==> config.mk <==
export PLATFORM = sky130hd
export DESIGN_NAME = uart_send_flat
export DESIGN_NICKNAME = d
export VERILOG_FILES = /design/src/rtl/uart_send_if.sv /design/src/rtl/uart_send.sv /design/src/flat_wrapper.sv
export SDC_FILE = /design/constraint.sdc
export NUM_CORES = 1
export LEC_CHECK = 0
export CORE_MARGIN = 3
export CORE_UTILIZATION = 38
export DETAILED_ROUTE_END_ITERATION = 8
export SLEW_MARGIN = 20
export SYNTH_ARGS = -nofsm -noshare
export SYNTH_HDL_FRONTEND = slang
export SYNTH_SLANG_ARGS = --single-unit
==> constraint.sdc <==
create_clock -name clk -period 3.6 [get_ports clk]
set_input_delay 0.9 -clock clk [delete_from_list [all_inputs] [get_ports clk]]
set_output_delay 0.9 -clock clk [all_outputs]
set_load 0.01 [all_outputs]
==> src/rtl/uart_send_if.sv <==
// Read-side handshake between an upstream byte FIFO and the UART transmitter.
// The transmitter (slave) pops with data_out_read and reads data_out one clk later.
interface uart_send_if;
    logic       data_out_empty;
    logic [7:0] data_out;
    logic       data_out_read;

    modport master (
        output data_out_empty,
        output data_out,
        input  data_out_read
    );

    modport slave (
        input  data_out_empty,
        input  data_out,
        output data_out_read
    );
endinterface

==> src/rtl/uart_send.sv <==
// FIFO-fed UART transmitter, 8N1 by default, bit timing from an oversampled baud_tick.
// Define UART_SEND_PARITY_EN to insert an even-parity bit between data bit 7 and stop.
//
// state  | meaning
// IDLE   | line high, pop the FIFO as soon as it is non-empty
// POP    | pop strobe high, FIFO data not yet valid
// LOAD   | capture FIFO data, start bit driven from the next clk
// START  | start bit (low)
// DATA   | data bits 0..7, LSB first
// PARITY | even-parity bit (only with UART_SEND_PARITY_EN)
// STOP   | STOP_BITS stop bits (high)
module uart_send #(
    parameter int OVERSAMPLE = 16,
    parameter int STOP_BITS  = 1
) (
    input  logic       clk,
    input  logic       rst_n,
    input  logic       baud_tick,
    uart_send_if.slave fifo,
    output logic       tx_wire,
    output logic       tx_busy
);

    localparam int TW = (OVERSAMPLE > 1) ? $clog2(OVERSAMPLE) : 1;
    localparam logic [TW-1:0] TICK_LAST = TW'(OVERSAMPLE - 1);
    localparam logic [2:0]    STOP_LAST = 3'(STOP_BITS - 1);

    localparam logic [2:0] IDLE   = 3'd0;
    localparam logic [2:0] POP    = 3'd1;
    localparam logic [2:0] LOAD   = 3'd2;
    localparam logic [2:0] START  = 3'd3;
    localparam logic [2:0] DATA   = 3'd4;
    localparam logic [2:0] STOP   = 3'd5;
`ifdef UART_SEND_PARITY_EN
    localparam logic [2:0] PARITY = 3'd6;
`endif

    logic [2:0]    state;
    logic [TW-1:0] tick_cnt;
    logic [2:0]    bit_cnt;
    logic [7:0]    shift;
    logic          in_bit;
    logic          bit_end;
`ifdef UART_SEND_PARITY_EN
    logic          par_bit;
`endif

    // Ticks are only counted while a bit is on the line; POP/LOAD ticks are dropped.
    always_comb begin
        in_bit = (state == START) || (state == DATA) || (state == STOP);
`ifdef UART_SEND_PARITY_EN
        if (state == PARITY) in_bit = 1'b1;
`endif
        bit_end = in_bit && baud_tick && (tick_cnt == TICK_LAST);
    end

    always_ff @(posedge clk or negedge rst_n) begin
        if (!rst_n) begin
            state              <= IDLE;
            tick_cnt           <= '0;
            bit_cnt            <= '0;
            shift              <= '0;
            tx_wire            <= 1'b1;
            tx_busy            <= 1'b0;
            fifo.data_out_read <= 1'b0;
`ifdef UART_SEND_PARITY_EN
            par_bit            <= 1'b0;
`endif
        end else begin
            fifo.data_out_read <= 1'b0;

            if (in_bit && baud_tick) begin
                if (bit_end) tick_cnt <= '0;
                else         tick_cnt <= tick_cnt + 1'b1;
            end

            case (state)
                IDLE: begin
                    if (!fifo.data_out_empty) begin
                        fifo.data_out_read <= 1'b1;
                        tx_busy            <= 1'b1;
                        state              <= POP;
                    end
                end
                POP: begin
                    state <= LOAD;
                end
                LOAD: begin
                    shift    <= fifo.data_out;
                    tick_cnt <= '0;
                    bit_cnt  <= '0;
`ifdef UART_SEND_PARITY_EN
                    par_bit  <= ^fifo.data_out;
`endif
                    tx_wire  <= 1'b0;
                    state    <= START;
                end
                START: begin
                    if (bit_end) begin
                        tx_wire <= shift[0];
                        state   <= DATA;
                    end
                end
                DATA: begin
                    if (bit_end) begin
                        if (bit_cnt == 3'd7) begin
                            bit_cnt <= '0;
`ifdef UART_SEND_PARITY_EN
                            tx_wire <= par_bit;
                            state   <= PARITY;
`else
                            tx_wire <= 1'b1;
                            state   <= STOP;
`endif
                        end else begin
                            bit_cnt <= bit_cnt + 3'd1;
                            shift   <= {1'b0, shift[7:1]};
                            tx_wire <= shift[1];
                        end
                    end
                end
`ifdef UART_SEND_PARITY_EN
                PARITY: begin
                    if (bit_end) begin
                        tx_wire <= 1'b1;
                        state   <= STOP;
                    end
                end
`endif
                STOP: begin
                    if (bit_end) begin
                        if (bit_cnt == STOP_LAST) begin
                            bit_cnt <= '0;
                            tx_busy <= 1'b0;
                            state   <= IDLE;
                        end else begin
                            bit_cnt <= bit_cnt + 3'd1;
                        end
                    end
                end
                default: begin
                    tx_wire <= 1'b1;
                    tx_busy <= 1'b0;
                    state   <= IDLE;
                end
            endcase
        end
    end

endmodule

==> src/flat_wrapper.sv <==
// flat-port wrapper written by rule: the top's interface ports become plain ports
module uart_send_flat 
#(
    parameter int OVERSAMPLE = 16,
    parameter int STOP_BITS  = 1
)
  (clk, rst_n, baud_tick, tx_wire, tx_busy, fifo_data_out_empty, fifo_data_out, fifo_data_out_read);
  uart_send_if fifo_i ();
  input  logic clk;
  input  logic rst_n;
  input  logic baud_tick;
  output logic tx_wire;
  output logic tx_busy;
  input wire logic [$bits(fifo_i.data_out_empty)-1:0] fifo_data_out_empty;
  input wire logic [$bits(fifo_i.data_out)-1:0] fifo_data_out;
  output wire logic [$bits(fifo_i.data_out_read)-1:0] fifo_data_out_read;
  assign fifo_i.data_out_empty = fifo_data_out_empty;
  assign fifo_i.data_out = fifo_data_out;
  assign fifo_data_out_read = fifo_i.data_out_read;
  uart_send #(.OVERSAMPLE(OVERSAMPLE), .STOP_BITS(STOP_BITS)) u_core (.clk(clk), .rst_n(rst_n), .baud_tick(baud_tick), .fifo(fifo_i), .tx_wire(tx_wire), .tx_busy(tx_busy));
endmodule
==> results.cfg <==
[timing]
fin_tns_setup_ns = 0
final_hold_viol_count = 0
setup_viol = 0
relSlewSlack_pct = 39.25
period_minus_slack_ns = 2.594
timing.fmax_mhz = 385.6
period_share_pct = 72.04
worst_pin_slew_ns = 0.9084
slew_viol_final = 0
rsz0062_at_grt = no
finClkSkew_ns = 0.002050

[logic_synthesis]
ys_async_sr_fraction_pct = 100.0
synth_fp_nets = 141
ys_ff_latch = 21
synthTopCellsByCount = dfrtp_1 (20), mux2_2 (15), nand2_1 (9)
synthMostInstantiatedCell = dfrtp_1
synth_cells = 125
yosysTopAreaCellShare_pct = 39.29
yosys.area.top_type = dfrtp_1
avgSynthCellArea_sq_um = 10.19
ys_warn_count = 0
synth-main-ff-cell = dfrtp_1
ys_seq_area_share_pct = 41.36
synth_area_leaders = dfrtp_1 (39%), mux2_2 (13%), ha_1 (3.9%)
synth.distinct_cells = 40
syn_area_sq_um = 1274
synth_edf_count = 0

[clocking]
htree_num_levels = 1
cts_tree = yes
cts-resized-gates = 0
cts_root_buffer = clkbuf_4
insertion_delay_ns = 0.30
clkTransAtPathRegs_ns = 0.12
cts_hold_buffers = 0
post_cts_buffers = 0
cts.sinks = 21
cts_buffers = 3
max-clock-path-buffers = 2

[drt]
vias_per_cell = 5.408
wl_met1_um = 1151
num_vias = 968
met3_length_um = 70
drt_iter0_drc = 63
drc = 0
dr_wl_met2_um = 1215
wl_um = 2461
highest_layer = met4
ant_nets = 0
drt_first_pass_iters = 4
wl_per_cell_um = 13.75

[global_route]
grt_antenna_before_repair = 0
grt_usage_pct = 13.55
overflow = 0
grt_pass1_wl_um = 4422
grt_pass1_vias = 982
grt_max_degree = 22

[power]
power-per-cell-area_nw_per_um2 = 584.7
peakVddDrop_mv = 0.2540
leakagePower_nw = 0.5494

[floorplanning]
core_sq_um = 3128
fp.dieW_um = 63.90
ioPinCount = 15
dieHeight_um = 63.90
num_rows = 20
start_util_pct = 40.72
die_area_sq_um = 4083

[layout]
final_layout_size_suffix_gt1_share_pct = 20.74
syn_to_final_growth_pct = 15.13
n_antenna_cell = 0
nets = 152
layout.cells.non_filler = 179

[critical_path]
cp_max_fo = 10
crit_path_start_kind = primary input
cp.arrival_ns = 2.80
path_class = primary input to flop
cp.required_ns = 3.80
r2r_start = u_core.tick_cnt[0]
slowest_stage = clkdlybuf4s50_1
rr_endpoint = u_core.shift[3]
r2r_cells = 4
max_stage_delay_ns = 0.66
end_kind = flop
path_buf_inv = 1
cp_top_family = buffers and inverters
r2r_slack_ns = 1.48
cp_cell_sequence = clkdlybuf4s50_1, nand4_4, o41ai_4, mux2_2
crit_cells = 4

[run_status]
status = completed

[worst_hold_path]
hp-start = u_core.shift[7]
hold_end = u_core.shift[7]
hp-class = flop to flop
hold_depth = 1

[placement]
dp_cells = 175
gp_congestion = 0.7666
hpwl_um = 1863
io_buffers = 14

[flow_run]
drv_cap = 0
layout make-up:
type	count	area, sq um
clock buffer	3	22.52
inverter	5	18.77
tap	44	55.05
fill	301	1662
sequential	21	526.8
multi-input combinational	91	695.7
clock inverter	1	7.507
timing repair buffer	14	140.1
how the worst max path moves through the flow:
stage | startpoint | end | slack [ns]
3_3_place_gp | baud_tick | u_core.shift[1] | 0.70
6_report | baud_tick | u_core.shift[3] | 1.01
4_1_cts | baud_tick | u_core.shift[3] | 0.98
2_1_floorplan | baud_tick | u_core.shift[0] | 1.36
5_1_grt | baud_tick | u_core.shift[2] | 0.89
3_5_place_dp | baud_tick | u_core.shift[3] | 0.65
through the flow:
stage               setup slack, ns  power, mW  utilization [%]  instance area [sq um]  hold slack (ns)
finish                        1.006     0.8574            46.88                   1466           0.5146
global route                 0.8877     0.9328            46.88                   1466           0.5347
global placement             0.7021     0.7365            45.92                   1436           0.4855
detailed placement           0.6532     0.7538            45.92                   1436           0.4902
floorplan                     1.356     0.6538                -                   1274           0.4749
CTS                          0.9799     0.8721            46.88                   1466           0.5195
logic make-up (layout without fill, tap and decap cells):
group / after synthesis / after routing / synth area share (%)
and+or+nand+nor: 42 / 42 / 18.96
buffers and inverters: 13 / 23 / 4.028
muxes: 16 / 16 / 14.05
DFF: 21 / 21 / 41.36
adders and majority gates: 4 / 4 / 3.929
xor gates and xnor gates: 1 / 1 / 0.6877
AOI/OAI and AO/OA: 28 / 28 / 17.00
flip-flops by register name, summed over array words and instances (netlist names):
name,count
u_core.bit_cnt,3
u_core.fifo.data_out_read,1
u_core.shift,8
u_core.state,3
u_core.tick_cnt,4
u_core.tx_busy,1
u_core.tx_wire,1
metal layers:
layer | vias up | track usage, %
met5 | - | 0
li1 | 480 | -
met3 | 2 | 2.109
met2 | 14 | 22.19
met4 | 0 | 5.930
met1 | 472 | 17.53
cell usage in the layout, fill, tap and decap left out, types with 2 or more instances in the layout:
master,n
clkbuf_4,3
nand2_1,9
nor2_1,8
nand3_1,4
nor4_1,3
inv_1,5
nand4_1,2
dfrtp_1,20
mux2_2,15
a211oi_1,2
ha_1,4
clkdlybuf4s50_1,14
nand2b_1,2
nor3_1,2
a21oi_1,6
nor2b_1,6
a221oi_1,2
o21ai_0,6
where the power goes:
part	switching [mW]	leakage [nW]	internal [mW]
logic	0.129	0.286	0.179
clock network	0.0727	0.0139	0.0423
registers	0.106	0.250	0.329
Note: power is estimated with default switching activity, not from simulation.
